File: src/rtl/ysyx_25040111_scoreboard.sv
// ysyx_25040111_scoreboard
//   Read-after-write scoreboard for the execute stage. Each architectural
//   register has a saturating pending-write counter. The counter goes up when
//   a tracked long-latency write issues and goes down when that write retires
//   on any retire channel. Issue is gated by hazards on sources, on the
//   destination (optional WAW stall) and by counter saturation.
//
//   Handshake: an issue transfers on a cycle where iss_valid and iss_ready
//   are both high. iss_ready is computed from the current inputs and the
//   counters only. It never depends on iss_valid through a loop, and the
//   requester must hold its request until the transfer happens.
//
// Ports
//   clock, reset        : clock, synchronous active-high reset
//   iss_valid/iss_ready : issue handshake
//   iss_wen, iss_ard    : tracked destination write and its register
//   iss_asrc, iss_src_en: NSRC source registers (k at [k*AW +: AW]) and enables
//   ret_valid, ret_ard  : NRET retire strobes and retired registers
//   flush               : drop every pending write
//   busy                : per-register "counter non-zero"
//   hazard              : combinational stall reason
//   err                 : sticky retire-underflow flag
module ysyx_25040111_scoreboard #(
  parameter int NREG       = 16,
  parameter int AW         = 4,
  parameter int NSRC       = 2,
  parameter int NRET       = 2,
  parameter int CNTW       = 2,
  parameter int WAW_STALL  = 1,
  parameter int RET_BYPASS = 1
) (
  input  logic               clock,
  input  logic               reset,
  input  logic               iss_valid,
  output logic               iss_ready,
  input  logic               iss_wen,
  input  logic [AW-1:0]      iss_ard,
  input  logic [NSRC*AW-1:0] iss_asrc,
  input  logic [NSRC-1:0]    iss_src_en,
  input  logic [NRET-1:0]    ret_valid,
  input  logic [NRET*AW-1:0] ret_ard,
  input  logic               flush,
  output logic [NREG-1:0]    busy,
  output logic               hazard,
  output logic               err
);

  // Wide enough to hold cnt + 1 and any retire count without wrapping.
  localparam int EW = CNTW + 2 + $clog2(NRET + 1);
  localparam logic [CNTW-1:0] CNT_MAX = '1;

  logic [CNTW-1:0] cnt   [NREG];
  logic [EW-1:0]   dec   [NREG];
  logic [CNTW-1:0] eff   [NREG];
  logic [CNTW-1:0] nxt   [NREG];
  logic [NREG-1:0] under;
  logic            src_hit;
  logic            dst_hit;
  logic            sat;
  logic            fire;

  // Retires hitting each register this cycle, plus the value used for hazard
  // checks. With bypass, a retire in flight counts as already done.
  always_comb begin
    for (int r = 0; r < NREG; r++) begin
      dec[r] = '0;
      for (int j = 0; j < NRET; j++) begin
        if (ret_valid[j] && (ret_ard[j*AW +: AW] == AW'(r))) begin
          dec[r] = dec[r] + EW'(1);
        end
      end
      if (RET_BYPASS != 0) begin
        if (dec[r] >= EW'(cnt[r])) begin
          eff[r] = '0;
        end else begin
          eff[r] = cnt[r] - CNTW'(dec[r]);
        end
      end else begin
        eff[r] = cnt[r];
      end
    end
  end

  // Saturation is checked on the stored count, not the bypassed one. This
  // keeps the increment path free of the retire path.
  always_comb begin
    src_hit = 1'b0;
    for (int k = 0; k < NSRC; k++) begin
      if (iss_src_en[k] && (eff[iss_asrc[k*AW +: AW]] != '0)) begin
        src_hit = 1'b1;
      end
    end
    dst_hit = (WAW_STALL != 0) && iss_wen && (eff[iss_ard] != '0);
    sat     = iss_wen && (cnt[iss_ard] == CNT_MAX);
    hazard  = iss_valid && (src_hit || dst_hit || sat);
  end

  assign iss_ready = ~hazard & ~flush;
  assign fire      = iss_valid & iss_ready;

  // Next counter values. x0 is never tracked. A negative result clamps to 0
  // and raises the underflow flag.
  always_comb begin
    for (int r = 0; r < NREG; r++) begin
      logic [EW-1:0] sum;
      sum      = EW'(cnt[r]);
      nxt[r]   = '0;
      under[r] = 1'b0;
      if (r != 0) begin
        if (fire && iss_wen && (iss_ard == AW'(r))) begin
          sum = sum + EW'(1);
        end
        if (dec[r] > sum) begin
          under[r] = 1'b1;
        end else begin
          nxt[r] = CNTW'(sum - dec[r]);
        end
      end
    end
  end

  always_ff @(posedge clock) begin
    if (reset) begin
      for (int r = 0; r < NREG; r++) begin
        cnt[r] <= '0;
      end
      err <= 1'b0;
    end else if (flush) begin
      for (int r = 0; r < NREG; r++) begin
        cnt[r] <= '0;
      end
    end else begin
      for (int r = 0; r < NREG; r++) begin
        cnt[r] <= nxt[r];
      end
      err <= err | (|under);
    end
  end

  always_comb begin
    for (int r = 0; r < NREG; r++) begin
      busy[r] = (cnt[r] != '0);
    end
  end

endmodule

File: config.mk
export PLATFORM = sky130hd
export DESIGN_NAME = ysyx_25040111_scoreboard
export DESIGN_NICKNAME = d
export VERILOG_FILES = /design/src/rtl/ysyx_25040111_scoreboard.sv
export SDC_FILE = /design/constraint.sdc
export NUM_CORES = 1
export LEC_CHECK = 0
export ABC_AREA = 0
export BUFFER_PORTS_ARGS = -buffer_cell sky130_fd_sc_hd__buf_4
export CORE_AREA = 8 8 143 199
export DETAILED_ROUTE_END_ITERATION = 16
export DIE_AREA = 0 0 151 207
export SLEW_MARGIN = 20
export SYNTH_ARGS = -nofsm -noshare
export SYNTH_HDL_FRONTEND = slang
export SYNTH_SLANG_ARGS = --single-unit
File: constraint.sdc
create_clock -name clock -period 8 [get_ports clock]
set_input_delay 0 -clock clock [delete_from_list [all_inputs] [get_ports clock]]
set_output_delay 0 -clock clock [all_outputs]
set_load 0.05 [all_outputs]
# == Word-level counts from Yosys, hierarchy flattened ==
# Memory sizes are Yosys's and may differ from the RTL's.
# Index checks and enable logic that the tools add are counted.
# totals
n_memories,1
output_inout_bits,19
reg_bits,1
inputBits,29
mem_bits_rw,32
# mem_list
memory,words,word_bits,read_ports,rd_ports_with_merged_regs,write_ports,line,rtl
cnt,16,2,17,0,16,52,logic [CNTW-1:0] cnt [NREG];
# op_classes
n_reduce_logical,77
n_addsub,62
n_eq_ne,46
n_mux,144
bitwise,40
n_lt_le_gt_ge,34
# op_table
operator,n
$mux 2,69
$add 6x1->6 const B,16
$eq 4x4->1 const B,24
$ge 6x2->1,16
$mux 6,16
$gt 6x3->1,15
$sub 2x2->2,31
$logic_and 1x1->1,53
$eq 4x3->1 const B,12
$add 2x1->3 const B,15
$mux 3,15
$mux 1,41
$reduce_bool 2->1,19
$or 1x1->1,33
$bmux 2 s4,3
$eq 4x2->1 const B,6
$ge 5x5->1 const B,3
$not 4->5,3
$reduce_or 15->1,1
$eq 4x1->1 const B,3
$logic_not 4->1,2
$and 1x1->1,2
$eq 2x2->1 const B,1
$logic_or 1x1->1,2
$not 1->1,2

# == Logic depth before layout (Yosys ltp) ==
# Gate-level depths: netlist (run 1).
# logic_depth
ltp_word,27
ltp_mapped,28
mapped_depth_nobuf,26

# == Worst setup path before layout (run 1) ==
# Ideal clock, no wire load.
# synth_path
path_kind,input port to flip-flop
startpoint,in ret_valid[0]
endpoint,reg err
setup_time_ns,0.134
setup_slack_ns,2.824
stages,27
n_path_buf,2
t_arrival_ns,5.041
required_ns,7.866
cell_sequence,nand3_1 -> nor3_1 -> ha_1 -> ha_1 -> and3b_1 -> a311oi_1 -> nor4_1 -> or3_1 -> o31ai_1 -> and3_4 -> buf_6 -> and2_1 -> clkbuf_1 -> nand3_1 -> xnor2_1 -> inv_1 -> ha_1 -> nand2_1 -> a21oi_1 -> nor2_1 -> a21oi_1 -> nor2_1 -> and4b_1 -> nor4_1 -> nand4b_1 -> a2111oi_2 -> a211oi_1
# synth_between
elab_chain_len,26
elab_cells_between_ends,198
cone_classes,add/sub (32); order compare (31); mux (89); bitwise (4); reduce/logical (42)
# synth_rtl
element,line,rtl
"start, declared",40,"input logic [NRET-1:0] ret_valid,"
$logic_and 1x1->1,68,if (ret_valid[j] && (ret_ard[j*AW +: AW] == AW'(r))) begin
$mux 1,68,
$add 6x1->6,69,dec[r] = dec[r] + EW'(1);
$mux 6,68,
$ge 6x2->1 / $sub 2x2->2 (equally long branches),"73, 76",
$mux 2,73,if (dec[r] >= EW'(cnt[r])) begin
$bmux 2 s4,89,if (iss_src_en[k] && (eff[iss_asrc[k*AW +: AW]] != '0)) begin
$mux 2 (implied by the code) (2 in series),89,
(+8 left out),-,
$and 1x1->1,98,assign iss_ready = ~hazard & ~flush;
$and 1x1->1,99,assign fire = iss_valid & iss_ready;
$logic_and 1x1->1 (2 in series),110,if (fire && iss_wen && (iss_ard == AW'(r))) begin
$mux 3,110,
$gt 6x3->1,113,if (dec[r] > sum) begin
$mux 1,113,
$reduce_or 15->1 *,136,err <= err | (|under);
$or 1x1->1 *,136,
"end signal, assigned",136,
"end, declared",45,output logic err
# Every way passes the cells marked *; elsewhere a longest branch is shown, timed or not. The select of a mux whose other input is x is not followed.
# A chain may end at the register's enable or synchronous reset.

# == Final worst setup path (run 1) ==
# Same ends and word-level chain as after synthesis.

==> results.toml, run 1 <==
[placed_design]
place.gp.congestion = 0.983
dp_hpwl_um = 20700
numPortBuffers = 46
place_inst = 1322

[floorplanning]
die_w_um = 151
core_um2 = 25600
initial_utilization = 0.293
fp.dieH_um = 207
die-area_um2 = 31300
ios = 48
row_count = 70

[final_layout]
instances_no_fill = 1331
antennaDiodeCount = 0
multi_input_area_um2 = 6080
fin_util = 0.325
seq_area_um2 = 921
areaGrowthSynthToFinish_pct = 11.1
drive_gt1_frac = 0.0943
fill_cells = 2736
final_nets = 1154

[routing]
finalWirelength_um = 25000
antenna_left = 0
vias = 7287
drc = 0
viasPerCell = 5.47
drt_iter0_drc = 437
avgRoutedWirePerCell_um = 18.8
drtPass1Iterations = 5

[sta]
rsz0062_at_grt = "false"
fin_skew_ns = 0.00814
worstMarginPinSlew_ns = 1.04
fmax_ghz = 0.166
slew_headroom = 0.304
hold-worst-slack_ns = 0.0857
finalSetupViolCount = 0
fin_crit_sh = 0.752
setup_tns_ns = 0
period_needed_ns = 6.02
hold_viol_final = 0
report.final.slew_viol_count = 0

[grt]
grt_pass1_wl_um = 38500
grt_max_degree = 24
grt_pass1_vias = 7046
grt_antenna_before_repair = 0
grt_use_total = 0.157
gr-total-overflow = 0

[yosys]
yosysMostFrequentCell = "ha_1"
ys_types = 88
synth_common_cells = "ha_1, nor2_1, inv_1, nand2_1, xnor2_1"
synthArstFlopShare = 0
synth_edf_count = 30
synth_area_leaders = "ha_1, edfxtp_1, nor2_1, xnor2_1, inv_1"
synth_top_area_cell = "ha_1"
ys_seq_area_frac = 0.123
yosys_most_used_dff = "edfxtp_1"
yosys.area.top_type_share = 0.199
ys_seq_elements = 31
syn_inst = 970
yosysWarnings = 0
avgSynthCellArea_um2 = 7.73
synth_area_um2 = 7490

[outcome]
status = "complete, no violations"

[critical_path]
start_kind = "input pin"
cp_data_required_time_ns = 8.15
arrival_ns = 6.16
crit_top_cell = "ha_1"
path_max_fanout = 22
endpoint_kind = "flip-flop"
cp_slowest_stage_delay_ns = 0.86
slowest_stage = "and3b_1"
criticalPathCategory = "input pin to flip-flop"

[clocking]
clock-sinks = 31
htree_levels = 2
post-cts-setup-buffers = 0
cts_inserted_buffers = 5
clkTransAtPathRegs_ns = 0.06
clockBufferDepth = 2
cts_tree = "done"
cts_resized = 0
clk_latency_ns = 0.30
cts_root_buf = "clkbuf_16"

[hold_path]
hold_path.class = "input pin to flip-flop"

[power]
peakVddDrop_mv = 0.0714
powerDensity_nw_per_um2 = 87.2
power.leakage_uw = 0.00357

[flow_run]
drv_cap = 0
## sequential cells by signal, indices dropped and copies added (netlist names)
signal	count
cnt	30
err	1
## worst paths after layout
check,slack (ns),endpoint,cells after the start,start
worst max-delay path,1.98,err$_SDFFE_PP0N_,26,ret_valid[0]
worst min register to register,0.62,err$_SDFFE_PP0N_,2,err$_SDFFE_PP0N_
worst max register to register,2.09,err$_SDFFE_PP0N_,23,cnt[15][0]$_SDFFCE_PP0P_
worst min-delay path,0.09,err$_SDFFE_PP0N_,3,flush
## critical path: cells and delay by family
family                     cells  cell delay, ns
and+or+nand+nor               14            3.40
AOI/OAI and AO/OA              6            1.37
adders and majority gates      3            1.00
xor gates and xnor gates       1            0.21
buffers and inverters          2            0.17
## timing repair
| action | 4_1_cts | 5_1_grt |
|---|---|---|
| endpoints found under the hold margin | 1 | 0 |
| hold buffers | 1 | 0 |
| setup endpoints to repair | 0 | 0 |
## layout make-up
type | count | area share
repair buffers | 49 | 0.0445
clock inverters | 3 | 0.00241
multi-input cells | 812 | 0.730
clock buffers | 5 | 0.0150
well taps | 324 | 0.0487
flip-flops and latches | 31 | 0.111
inverters | 107 | 0.0483
## cells in the final DEF (no fill, tap or decap), types with 25 or more instances in the layout
cell type	synthesis	final
ha_1	119	119
nor2_1	110	110
inv_1	107	107
nand2_1	50	50
buf_4	1	48
xnor2_1	46	46
a21oi_1	37	37
nor3_1	34	34
conb_1	2	31
edfxtp_1	30	30
nor2b_1	25	25
## per-layer routing
metal | GRT usage | up-vias | share of wire
li1 | - | 3540 | -
met1 | 0.164 | 3477 | 0.38
met2 | 0.287 | 197 | 0.52
met3 | 0.0179 | 73 | 0.038
met4 | 0.101 | 0 | 0.064
met5 | 0 | - | 0
## logic make-up after synthesis
kind of cell,after synthesis,share of synthesized area
other cells,2,0.00100
simple gates,371,0.271
xor+xnor,60,0.0701
buf+inv,156,0.0803
mux,35,0.0588
flops,31,0.123
compound gates,196,0.197
fa+ha+maj,119,0.199
## report_power, final
part | internal (uW) | switching (uW) | total [uW]
Sequential | 189 | 20.2 | 209
Clock | 115 | 86.9 | 202
Combinational | 122 | 193 | 315
## metrics by stage
stage	area, um^2	power [uW]	setup slack (ns)
3_5_place_dp	8170	523	1.76
5_1_grt	8320	763	1.45
6_report	8320	726	1.98
4_1_cts	8320	728	2.08
3_3_place_gp	8170	521	1.83
2_1_floorplan	7600	430	2.82
(Power assumes the default switching activity.)
==> run 2: changes to the inputs <==
==> constraint.sdc (replaced) <==
create_clock -name clock -period 4.95 [get_ports clock]
set_input_delay 0 -clock clock [delete_from_list [all_inputs] [get_ports clock]]
set_output_delay 0 -clock clock [all_outputs]
set_load 0.05 [all_outputs]
==> run 2 against run 1 <==
Effect of this change:
- sequential share of layout area fell by 2.9 points
- routed wire length rose by 18%
- the run now ends with setup timing left
- critical path type unchanged
- clock skew barely moved
- power rose by 92%
- combinational power rose by 130%
- clock power rose by 62%
- cell count rose by 20%
- critical path depth rose by 1
==> results.toml, run 2 (synthesis gave the netlist of run 1 again) <==
[outcome]
status = "complete, but fails checks"
violations = "setup timing"

[final_layout]
drive_gt1_frac = 0.383
multi_input_area_um2 = 7010
final_common_cell = "buf_4"
largest_register_ffs = 30
reg_top3 = "cnt (30), err (1)"
seq_area_um2 = 921
final_cell_mix = "buf_4, inv_1, ha_1"
fill_cells = 2497
antennaDiodeCount = 0
fin_util = 0.442
instances_no_fill = 1594
top_register = "cnt"
areaGrowthSynthToFinish_pct = 50.7
final_nets = 1417

[critical_path]
arrival_ns = 5.14
criticalPathCategory = "input pin to flip-flop"
crit_buf_inv = 5
cp_data_required_time_ns = 5.12
endpoint_kind = "flip-flop"
cp_slowest_stage_delay_ns = 0.53
startpoint = "ret_ard[3]"
start_kind = "input pin"
crit_top_cell = "buf_6"
path_delay_family = "simple AND/OR/NAND/NOR gates"
r2r-start = "cnt[11][0]$_SDFFCE_PN0P_"
path_max_fanout = 4
slowest_stage = "or4b_4"

[routing]
vias = 8531
drt_iter0_drc = 470
antenna_left = 0
finalWirelength_um = 29400
avgRoutedWirePerCell_um = 18.4
drtPass1Iterations = 5
viasPerCell = 5.35
drc = 0

[clocking]
clockBufferDepth = 2
cts_inserted_buffers = 5
htree_levels = 2
cts_root_buf = "clkbuf_16"
clk_latency_ns = 0.31
clock-sinks = 31
clkTransAtPathRegs_ns = 0.06
cts_tree = "done"

[grt]
grt_use_total = 0.183
grt_antenna_before_repair = 0
grt_pass1_wl_um = 44500
grt_max_degree = 24
gr-total-overflow = 0
grt_pass1_vias = 8431

[floorplanning]
core_um2 = 25600
row_count = 70
die-area_um2 = 31300
initial_utilization = 0.293
fp.dieH_um = 207
die_w_um = 151
ios = 48

[sta]
fmax_ghz = 0.201
setup_tns_ns = -0.0173
fin_crit_sh = 1.00
hold-worst-slack_ns = 0.0708
period_needed_ns = 4.97
worstMarginPinSlew_ns = 0.958
hold_viol_final = 0
fin_skew_ns = 0.00782
report.final.slew_viol_count = 0
finalSetupViolCount = 1
rsz0062_at_grt = "true"
slew_headroom = 0.359
setup_slack_ns = -0.0173

[placed_design]
dp_hpwl_um = 23300
place_inst = 1565
place.gp.congestion = 1.02
numPortBuffers = 46

[power]
powerDensity_nw_per_um2 = 123
power.leakage_uw = 0.00499
peakVddDrop_mv = 0.118

[flow_run]
drv_cap = 0

[hold_path]
hold_path.class = "input pin to flip-flop"
worstHoldStart = "flush"
run 2: changes by cell type in the layout (fill, tap and decap cells not counted), sizes merged:
cell,change
buf,+263
clkbuf,+1
clkinv,+1
clkinvlp,-2
run 2: path summary, 6_finish.rpt:
path / end / slack (ns) / depth (start not counted)
max: err$_SDFFE_PP0N_ / -0.02 / 27
min: err$_SDFFE_PP0N_ / 0.07 / 3
max reg2reg: err$_SDFFE_PP0N_ / 0.06 / 23
min reg2reg: err$_SDFFE_PP0N_ / 0.61 / 2
run 2: worst reg2reg max path, cell delays in order (launching register included):
cell and delay, ns:
edfxtp_1 0.46, inv_1 0.18, ha_4 0.24, nor3b_2 0.19, mux2i_1 0.09, o311a_1 0.36
o311a_1 0.35, o221ai_1 0.18, and3b_2 0.27, buf_6 0.13, buf_6 0.11, and4_4 0.16
xnor2_4 0.17, buf_6 0.13, ha_4 0.13, nor2_2 0.04, nor2_1 0.14, nor2_1 0.06
a21oi_1 0.14, o21ai_1 0.09, mux2_4 0.30, or3_4 0.40, a2111oi_4 0.35, a211oi_2 0.10
run 2: area by class of cell:
| class | instances | area share |
|---|---|---|
| Clock buffer | 6 | 0.0114 |
| Clock inverter | 2 | 0.000665 |
| Inverter | 107 | 0.0358 |
| Multi-Input combinational cell | 812 | 0.621 |
| Sequential cell | 31 | 0.0816 |
| Tap cell | 324 | 0.0359 |
| Timing Repair Buffer | 312 | 0.214 |
run 2: report_power, final:
group | switching [uW] | internal, uW | total (uW)
clock | 144 | 184 | 328
sequential | 27.4 | 305 | 332
combinational | 396 | 338 | 734
run 2: what timing repair did:
action	CTS	global route
gates resized for setup	68	114
buffers inserted	2	18
hold buffers	1	0
endpoints found under the hold margin	1	0
endpoints found under the setup margin	5	17
pin swaps	27	57
run 2: routing by layer:
metal / vias up / wire, um / global-route usage
li1: 4064 / - / -
met4: 0 / 2550 / 0.140
met1: 3998 / 10500 / 0.187
met2: 331 / 14500 / 0.320
met5: - / 0 / 0
met3: 138 / 1810 / 0.0349
run 2: stage by stage:
step | setup WS [ns] | total power, uW | area [um^2]
after detailed placement | -0.802 | 966 | 10000
final | -0.0173 | 1390 | 11300
after CTS | 0.00363 | 1340 | 10500
after global placement | -0.826 | 961 | 10000
after global routing | -0.175 | 1470 | 11300
after floorplan | 0.0370 | 697 | 7620
==> run 3: changes to the inputs <==
--- a/config.mk
+++ b/config.mk
@@ -7,9 +7,9 @@
 export LEC_CHECK = 0
 export ABC_AREA = 0
 export BUFFER_PORTS_ARGS = -buffer_cell sky130_fd_sc_hd__buf_4
-export CORE_AREA = 8 8 143 199
+export CORE_AREA = 8 8 168 170
 export DETAILED_ROUTE_END_ITERATION = 16
-export DIE_AREA = 0 0 151 207
+export DIE_AREA = 0 0 176 178
 export SLEW_MARGIN = 20
 export SYNTH_ARGS = -nofsm -noshare
 export SYNTH_HDL_FRONTEND = slang
==> run 3 against run 2 <==
Effect of this change:
- the run still ends with setup timing left
- die area grew 0.23%
- worst hold slack lost 0.035 ns
- via count shrank 0.46%
- routed wire length shrank 3.1%
- final area grew 0.19%
- critical path depth grew 1
- clock power grew 22%
- setup slack lost 0.11 ns
- critical path type unchanged
- highest routed layer unchanged
==> results.toml, run 3 (synthesis gave the netlist of run 1 again) <==
[outcome]
status = "complete, but fails checks"
violations = "setup timing"

[clocking]
clk_latency_ns = 0.31
cts_tree = "done"
clockBufferDepth = 2
htree_levels = 2
cts_root_buf = "clkbuf_16"
cts_inserted_buffers = 5
clkTransAtPathRegs_ns = 0.07
clock-sinks = 31

[floorplanning]
fp.dieH_um = 178
initial_utilization = 0.293
row_count = 59
ios = 48
die_w_um = 176
die-area_um2 = 31300
core_um2 = 25600

[final_layout]
antennaDiodeCount = 0
drive_gt1_frac = 0.380
final_cell_mix = "buf_4, inv_1, nor2_1"
final_nets = 1409
areaGrowthSynthToFinish_pct = 51.0
top_register = "cnt"
instances_no_fill = 1597
reg_top3 = "cnt (30), err (1)"
final_common_cell = "buf_4"
fin_util = 0.442
largest_register_ffs = 30
finish.instance_area_um2 = 11300

[sta]
report.final.slew_viol_count = 0
worstMarginPinSlew_ns = 0.986
rsz0062_at_grt = "true"
fin_skew_ns = 0.0117
slew_headroom = 0.341
hold_viol_final = 0
setup_slack_ns = -0.129
fmax_ghz = 0.197
setup_tns_ns = -0.129
fin_crit_sh = 1.03
finalSetupViolCount = 1
hold-worst-slack_ns = 0.0356
period_needed_ns = 5.08

[grt]
grt_antenna_before_repair = 0
grt_use_total = 0.170
gr-total-overflow = 0
grt_max_degree = 24
grt_pass1_vias = 7902
grt_pass1_wl_um = 42200

[routing]
avgRoutedWirePerCell_um = 17.8
antenna_left = 0
met1_length_um = 12200
topRoutingLayerUsed = "met4"
drt_iter0_drc = 752
wl_met3_um = 2030
drtPass1Iterations = 6
viasPerCell = 5.32
drc = 0
finalWirelength_um = 28500
met2_length_um = 12900
vias = 8492

[placed_design]
place_inst = 1565
place.gp.congestion = 0.979
dp_hpwl_um = 22600
place_area_um2 = 9940
numPortBuffers = 46

[critical_path]
r2r_slack_ns = -0.01
start_kind = "input pin"
path_delay_family = "simple AND/OR/NAND/NOR gates"
r2r-start = "cnt[12][0]$_SDFFCE_PP0P_"
endpoint_kind = "flip-flop"
slowest_stage = "or3_4"
reg2reg_to = "err$_SDFFE_PP0N_"
r2r_cells = 23
crit_buf_inv = 7
criticalPathCategory = "input pin to flip-flop"
cp_data_required_time_ns = 5.12
path_max_fanout = 7
cp_slowest_stage_delay_ns = 0.37
arrival_ns = 5.25

[hold_path]
min_to = "err$_SDFFE_PP0N_"
hold_path.class = "input pin to flip-flop"
hold_depth = 3
worstHoldStart = "flush"

[power]
power.leakage_uw = 0.00496
powerDensity_nw_per_um2 = 130
peakVddDrop_mv = 0.118

[flow_run]
drv_cap = 0
## run 3: how the worst max path moves through the flow
stage	startpoint	to	slack [ns]	cells past startpoint
after global placement	ret_ard[3]	err$_SDFFE_PP0N_	-0.70	23
after floorplan	ret_valid[0]	err$_SDFFE_PP0N_	0.04	27
after CTS	ret_ard[3]	err$_SDFFE_PP0N_	-0.05	26
after detailed placement	ret_ard[3]	err$_SDFFE_PP0N_	-0.82	25
after global routing	ret_valid[1]	err$_SDFFE_PP0N_	-0.26	29
final	ret_ard[6]	err$_SDFFE_PP0N_	-0.13	28
## run 3: tightest hold or removal path: stages
cell and delay [ns]:
buf_4 0.11, nor2b_1 0.14, a211oi_1 0.05
## run 3: layer usage
metal / global-route usage / vias up
met3: 0.0307 / 102
met5: 0 / -
met2: 0.279 / 345
met4: 0.0696 / 0
met1: 0.216 / 3990
li1: - / 4055
## run 3: area by class of cell
cell class                 count  area, um^2
inverter                     107         402
timing repair buffer         304        2330
tap                          335         419
fill                        2482       14300
multi-input combinational    812        7070
clock buffer                   6         139
sequential                    31         921
clock inverter                 2        35.0
## run 3: where the power goes
group,switching [uW],internal (uW),leakage [uW]
combinational,405,339,0.00456
clock,149,251,0.0000868
sequential,25.6,305,0.000317
total,579,895,0.00496
## run 3: per-stage QoR
stage	power, uW	setup WS [ns]
after floorplan	697	0.0370
after global placement	951	-0.701
after detailed placement	959	-0.825
after CTS	1390	-0.0514
after global routing	1540	-0.262
final	1470	-0.129
## run 3: repair_timing
action,CTS,global route
hold buffers,1,0
setup endpoints to repair,1,17
gates resized for setup,49,136
endpoints found under the hold margin,1,0
pin swaps,14,50
setup buffers,4,19
